File: config.mk
export PLATFORM = sky130hd
export DESIGN_NAME = lockin_demodulator
export DESIGN_NICKNAME = d
export VERILOG_FILES = /design/src/rtl/lockin_demodulator.sv
export SDC_FILE = /design/constraint.sdc
export NUM_CORES = 2
export LEC_CHECK = 0
export ABC_AREA = 1
export CAP_MARGIN = 20
export CORE_MARGIN = 1
export CORE_UTILIZATION = 50
export CTS_BUF_LIST = sky130_fd_sc_hd__clkbuf_4
export DETAILED_ROUTE_END_ITERATION = 10
export PLACE_DENSITY_LB_ADDON = 0.2
export SLEW_MARGIN = 20
export SYNTH_ARGS = -nofsm -noshare
export SYNTH_HDL_FRONTEND = slang
export SYNTH_SLANG_ARGS = --single-unit
File: constraint.sdc
create_clock -name clk_in -period 5.68 [get_ports clk_in]
set_input_delay 1.704 -clock clk_in [delete_from_list [all_inputs] [get_ports clk_in]]
set_output_delay 1.704 -clock clk_in [all_outputs]
set_load 0.01 [all_outputs]
File: src/rtl/lockin_demodulator.sv
// Lock-in demodulator: multiplies the measured response by sin/cos references and integrates I/Q sums over a commanded length.
// Optional DEMOD_SETTLE_EN adds a settle period (samples discarded) between start and integration.
module lockin_demodulator #(
   parameter int DATA_W = 16,
   parameter int LEN_W  = 32,
   parameter int ACC_W  = 64
) (
   input  logic                     clk_in,
   input  logic                     rst_in,
   input  logic                     cmd_trig_in,
   input  logic [15:0]              cmd_addr_in,
   input  logic [15:0]              cmd_data1_in,
   input  logic [15:0]              cmd_data2_in,
   input  logic signed [DATA_W-1:0] sig_in,
   input  logic signed [DATA_W-1:0] sin_in,
   input  logic signed [DATA_W-1:0] cos_in,
   output logic signed [ACC_W-1:0]  i_out,
   output logic signed [ACC_W-1:0]  q_out,
   output logic                     busy_out,
   output logic                     done_out
);

   localparam int PROD_W = 2 * DATA_W;

   typedef enum logic [1:0] {S_IDLE, S_SETTLE, S_RUN, S_DRAIN} state_t;

   state_t                   state_q;
   logic [LEN_W-1:0]         len_q, cnt_q;
   logic                     drain_q;
`ifdef DEMOD_SETTLE_EN
   logic [15:0]              settle_q, settle_cnt_q;
`endif
   logic signed [DATA_W-1:0] sig_q, sin_q, cos_q;
   logic                     v1_q;
   logic signed [PROD_W-1:0] prod_i_q, prod_q_q;
   logic                     v2_q;
   logic signed [ACC_W-1:0]  acc_i_q, acc_q_q, acc_i_d, acc_q_d;
   logic signed [ACC_W-1:0]  i_out_q, q_out_q;
   logic                     done_q;

   logic                     cmd_hit, do_len_wr, do_start, do_abort, cmd_override;
   logic [31:0]              cmd_word;

   always_comb begin
      cmd_hit      = cmd_trig_in && (cmd_addr_in[15:8] == 8'h42);
      do_len_wr    = cmd_hit && (cmd_addr_in[7:0] == 8'h00);
      // A zero-length start is a no-op in every state so a running job is never clobbered by it.
      do_start     = cmd_hit && (cmd_addr_in[7:0] == 8'h01) && (len_q != '0);
      do_abort     = cmd_hit && (cmd_addr_in[7:0] == 8'h03) && (state_q != S_IDLE);
      cmd_override = do_start || do_abort;
      cmd_word     = {cmd_data2_in, cmd_data1_in};
      // NOTE: every always_comb output gets a default first so no latch is inferred.
      acc_i_d = acc_i_q;
      acc_q_d = acc_q_q;
      if (v2_q) begin
         acc_i_d = acc_i_q + ACC_W'(prod_i_q);
         acc_q_d = acc_q_q + ACC_W'(prod_q_q);
      end
   end

   // NOTE: sequential state uses non-blocking assignments only; later assignments in the block take priority.
   always_ff @(posedge clk_in or negedge rst_in) begin
      if (!rst_in) begin
         state_q  <= S_IDLE;
         len_q    <= '0;
         cnt_q    <= '0;
         drain_q  <= 1'b0;
`ifdef DEMOD_SETTLE_EN
         settle_q     <= '0;
         settle_cnt_q <= '0;
`endif
         // NOTE: pipeline data registers are reset too, keeping the whole block in a known state after rst_in.
         sig_q    <= '0;
         sin_q    <= '0;
         cos_q    <= '0;
         v1_q     <= 1'b0;
         prod_i_q <= '0;
         prod_q_q <= '0;
         v2_q     <= 1'b0;
         acc_i_q  <= '0;
         acc_q_q  <= '0;
         i_out_q  <= '0;
         q_out_q  <= '0;
         done_q   <= 1'b0;
      end else begin
         done_q   <= 1'b0;
         sig_q    <= sig_in;
         sin_q    <= sin_in;
         cos_q    <= cos_in;
         v1_q     <= (state_q == S_RUN);
         prod_i_q <= PROD_W'(sig_q) * PROD_W'(sin_q);
         prod_q_q <= PROD_W'(sig_q) * PROD_W'(cos_q);
         v2_q     <= v1_q;
         acc_i_q  <= acc_i_d;
         acc_q_q  <= acc_q_d;

         if (do_len_wr) len_q <= cmd_word[LEN_W-1:0];
`ifdef DEMOD_SETTLE_EN
         if (cmd_hit && (cmd_addr_in[7:0] == 8'h02)) settle_q <= cmd_data1_in;
`endif

         case (state_q)
`ifdef DEMOD_SETTLE_EN
            S_SETTLE: begin
               if (settle_cnt_q == 16'd1) state_q <= S_RUN;
               else                       settle_cnt_q <= settle_cnt_q - 16'd1;
            end
`endif
            S_RUN: begin
               if (cnt_q == LEN_W'(1)) begin
                  state_q <= S_DRAIN;
                  drain_q <= 1'b0;
               end else begin
                  cnt_q <= cnt_q - LEN_W'(1);
               end
            end
            S_DRAIN: begin
               if (!drain_q) begin
                  drain_q <= 1'b1;
               end else if (!cmd_override) begin
                  // Last product lands this cycle, so publish the post-add value.
                  state_q <= S_IDLE;
                  i_out_q <= acc_i_d;
                  q_out_q <= acc_q_d;
                  done_q  <= 1'b1;
               end
            end
            default: ;
         endcase

         if (do_start) begin
            acc_i_q <= '0;
            acc_q_q <= '0;
            v1_q    <= 1'b0;
            v2_q    <= 1'b0;
            cnt_q   <= len_q;
            drain_q <= 1'b0;
`ifdef DEMOD_SETTLE_EN
            settle_cnt_q <= settle_q;
            state_q      <= (settle_q != '0) ? S_SETTLE : S_RUN;
`else
            state_q <= S_RUN;
`endif
         end else if (do_abort) begin
            state_q <= S_IDLE;
            v1_q    <= 1'b0;
            v2_q    <= 1'b0;
         end
      end
   end

   assign i_out    = i_out_q;
   assign q_out    = q_out_q;
   assign busy_out = (state_q != S_IDLE);
   assign done_out = done_q;

endmodule

# Word-level counts from Yosys, hierarchy flattened
# Cells that the tools add are included.
[totals] register_bits=438 elab_cells=73
[op_classes] n_mux=23 n_bitwise=1 addsub=3 n_mul=2 eq_ne=11 reduce_logical=17
[ops] cell="$mux 64" n=4
[ops] cell="$add 64x32->64" n=2
[ops] cell="$mux 32" n=3
[ops] cell="$mul 16x16->32" n=2
[ops] cell="$eq 32x1->1 const B" n=1
[ops] cell="$reduce_bool 32->1" n=1
[ops] cell="$sub 32x1->32 const B" n=1
[ops] cell="$mux 2" n=5
[ops] cell="$mux 1" n=9
[ops] cell="$eq 8x1->1 const B" n=1
[ops] cell="$eq 8x2->1 const B" n=1
[ops] cell="$eq 8x7->1 const B" n=1
[ops] cell="$logic_not 8->1" n=1
[ops] cell="$ne 4x4->1 const B" n=2
[ops] cell="$logic_and 1x1->1" n=6
[ops] cell="$eq 2x2->1 const B" n=2
[ops] cell="$ne 4x3->1 const B" n=1
[ops] cell="$pmux 2 s2" n=1
[ops] cell="$reduce_and 2->1" n=2
[ops] cell="$reduce_and 4->1" n=1
[ops] cell="$reduce_bool 2->1" n=2
[ops] cell="$reduce_bool 4->1" n=1
[ops] cell="$ne 3x2->1 const B" n=1
[ops] cell="$reduce_and 3->1" n=1
[ops] cell="other kinds (5)" n=5

# Depth between registers and ports, before layout
[logic_depth] word_depth=10 depth_mapped=26 depth_no_buf=24

# Least setup slack after synthesis
# Ideal clock, no wire load.
[synth_timing] kind="reg-to-reg" startpoint="reg cos_q[3]" endpoint="reg prod_q_q[27]" path_stages_with_launch=20 n_path_buf=2 arrival_time_ns=5.557 slack_ns=0.000 cell_sequence="dfrtp_1 -> clkbuf_1 -> clkbuf_1 -> nand2_1 -> inv_1 -> fa_1 -> fa_1 -> fa_1 -> fa_1 -> fa_1 -> inv_1 -> fa_1 -> inv_1 -> ha_1 -> nand2_1 -> nor4_1 -> nand4_1 -> nand3_1 -> a21oi_1 -> xnor2_1"
[synth_via] elab_chain_cells=1
[synth_rtl] element="start, declared" line_no="33" source="logic signed [DATA_W-1:0] sig_q, sin_q, cos_q;"
[synth_rtl] element="start signal, assigned" line_no="89" source="cos_q <= cos_in;"
[synth_rtl] element="$mul 16x16->32" line_no="92" source="prod_q_q <= PROD_W'(sig_q) * PROD_W'(cos_q);"
[synth_rtl] element="end signal, assigned" line_no="92"
[synth_rtl] element="end, declared" line_no="35" source="logic signed [PROD_W-1:0] prod_i_q, prod_q_q;"
# No other way between the ends.
# A chain may end at the register's enable or synchronous reset.

# Worst setup path in the final report
[layout_timing] startpoint="reg sig_q[15]" endpoint="reg prod_q_q[31]"
[layout_via] elab_chain_cells=1
[layout_rtl] element="start, declared" line_no="33"
[layout_rtl] element="start signal, assigned" line_no="87" source="sig_q <= sig_in;"
[layout_rtl] element="$mul 16x16->32" line_no="92"
# No other way between the ends.

==> results.sh <==
export IMPL_die_area_um2=98100
export IMPL_grt_pass1_vias=41700
export IMPL_crit_top_cell="inv_1"
export IMPL_syn_nets=7615
export IMPL_ys_seq_area_share_pct=22.6
export IMPL_reg2reg_from="sig_q[15]"
export IMPL_drive_gt1_share_pct=7.66
export IMPL_clock_sinks=438
export IMPL_cts_made_buffers=115
export IMPL_place_congestion=0.979
export IMPL_vias_per_cell=5.01
export IMPL_skew_ps=88.9
export IMPL_yosys_warnings=0
export IMPL_grt_pass1_wl_mm=223
export IMPL_reg2regPathDepth=19
export IMPL_fp_coreArea_um2=95400
export IMPL_portBuffers=228
export IMPL_setup_viol=0
export IMPL_hold_violations=0
export IMPL_worst_ep_required_time_ps=6460
export IMPL_post_dp_cell_area_um2=52600
export IMPL_min_delay_path_class="register to register"
export IMPL_synth_area_um2=48400
export IMPL_maxSlewHeadroom_pct=38.3
export IMPL_critPathMaxFanout=6
export IMPL_start_kind="register"
export IMPL_ys_seq_elements=438
export IMPL_root_buffer="clkbuf_4"
export IMPL_period_share_pct=97.4
export IMPL_hp_start="v1_q"
export IMPL_grt_ovfl_total=0
export IMPL_wl_per_cell_um=16.6
export IMPL_cts_tree="built"
export IMPL_syn_avg_cell_area_um2=7.23
export IMPL_cp_end_kind="register"
export IMPL_vias=41700
export IMPL_final_area_um2=54700
export IMPL_async_flop_share_pct=100
export IMPL_first_pass_iters=5
export IMPL_drc=0
export IMPL_cts_buffer_depth=3
export IMPL_synth_cells=6698
export IMPL_drt_iter0_drc=3037
export IMPL_worst_setup_path_type="register to register"
export IMPL_ant_nets=0
export IMPL_arrival_ps=6310
export IMPL_antenna_found_initial=2
export IMPL_maxSlewViolCount=0
export IMPL_initial_core_util_pct=50.8
export IMPL_grt_max_degree=105
export IMPL_cpMaxStageDelayCell="fa_2"
export IMPL_routed_wl_mm=138
export IMPL_hold_depth=2
export IMPL_grtUsageTotal_pct=28.6
export IMPL_cpPeakStageDelay_ps=610
export IMPL_fin_crit_ps=5530
export IMPL_synth_edf_count=0
export IMPL_insertion_delay_ps=1000
export IMPL_die_w_um=313
export IMPL_maxClockFrequency_ghz=0.181
export IMPL_rows=113
export IMPL_status="complete, no violations"
export IMPL_cp_cell_sequence="buf_6 > nand2_1 > inv_1 > fa_2 > buf_12 > fa_2 > buf_4 > fa_2 > inv_1 > fa_1 > inv_1 > fa_1 > fa_1 > ha_4 > nand2_1 > inv_1 > a221oi_2 > o211ai_1 > xor2_1"
export IMPL_htree_levels=3
export IMPL_die_h_um=313
export IMPL_placed_cells=8119
export IMPL_crit_path_start="sig_q[15]"
export IMPL_ys_flop_type="dfrtp_1"
export IMPL_rsz0062_at_grt="true"
export IMPL_drv_cap=0
export IMPL_yosysUniqueCellTypes=50
export IMPL_num_io_pins=229
export IMPL_nets=7904
export IMPL_tightest_slew_ps=926
export IMPL_dpl_hpwl_mm=113
export IMPL_cts_clk_slew_worst_paths_ps=70
export IMPL_syn_to_final_growth_pct=12.8
export IMPL_final_cells=8333
[layer usage]
| metal | vias to the layer above | routed length, um | GRT usage [%] |
|---|---|---|---|
| met3 | 207 | 7620 | 4.01 |
| met5 | - | 0 | 0 |
| met2 | 1165 | 63100 | 45.9 |
| met1 | 19800 | 63700 | 40.3 |
| met4 | 0 | 3660 | 8.05 |
| li1 | 20500 | - | - |
[worst max-delay path, delay by kind of cell, from the launching register on]
kind / cells / cell delay (ps)
buffers and inverters: 7 / 710
AO/OA/AOI/OAI: 2 / 420
flip-flops: 1 / 430
adder cells (fa/ha/maj): 7 / 3450
AND/OR/NAND/NOR: 2 / 170
XOR/XNOR: 1 / 160
[path summary, 6_finish.rpt]
| kind | end | slack (ps) |
|---|---|---|
| max | prod_q_q[31] | 150 |
| min | v2_q | 450 |
| max reg2reg | prod_q_q[31] | 150 |
| min reg2reg | v2_q | 450 |
| max in group asynchronous | v2_q | 3750 |
| min in group asynchronous | acc_i_q[47] | 720 |
[sequential cells by signal, indices dropped and copies added (netlist names), 16 cells and up]
name / flops
acc_i_q: 64
acc_q_q: 64
cnt_q: 32
cos_q: 16
i_out: 64
len_q: 32
prod_i_q: 32
prod_q_q: 32
q_out: 64
sig_q: 16
sin_q: 16
[cell families after synthesis]
logic type      synth area share [%]
simple gates                    26.4
buf+inv                         13.5
fa+ha+maj                       29.3
flops                           22.6
compound gates                  4.35
xor+xnor                        2.59
mux                             1.24
[metrics by stage]
step	hold WS, ps	TNS [ps]	worst slack, ps	util [%]
CTS	441	0	7.09	56.6
detailed placement	464	-10.6	-10.6	55.1
finish	452	0	149	57.3
global route	497	-345	-74.4	57.3
floorplan	448	0	100	-
global placement	455	0	77.0	55.1
[Yosys cell counts, drive strengths merged (46+ instances only)]
library cell     n  area, um2
or2             82        513
clkbuf         138        519
nor2           466       1800
inv           1525       5730
ha             292       3650
o21ai          155        776
xor2            81        709
nand2         2133       8020
buf             48        304
a21oi          175        876
fa             526      10500
nand4           49        307
nand3          323       1640
nor3            46        230
dfrtp          438      11000
xnor2           62        543
[layout by cell type (no fill, tap or decap), drive strengths merged, types with 20 or more instances in the layout]
master and count:
fa 526, clkdlybuf4s50 227, mux2i 24, mux2 32, or2 82, a21oi 175
clkbuf 169, nand2 2133, nand4 49, xnor2 62, ha 292, nor4 20
nor2 466, xor2 81, o21ai 155, nor3 46, nand3 323, inv 1529
buf 129, clkinv 22, dfrtp 438
[layout make-up]
cell class                      count  area (um2)
Antenna cell                        5        12.5
Clock buffer                      167        1250
Clock inverter                     26         145
Fill cell                        9127       40800
Inverter                         1525        5730
Multi-Input combinational cell   4549       31400
Sequential cell                   438       11000
Tap cell                         1265        1580
Timing Repair Buffer              358        3580
[repair_timing]
item | 4_1_cts | 5_1_grt
endpoints found under the hold margin | 0 | 0
hold buffers | 0 | 0
gates cloned | 0 | 1
pin swaps | 1 | 16
buffers inserted | 0 | 15
endpoints found under the setup margin | 5 | 32
gates resized for setup | 4 | 119
Power is left out: the tool's default activity adds up to more than one toggle a clock period on the data nets, which glitch-free logic cannot reach.
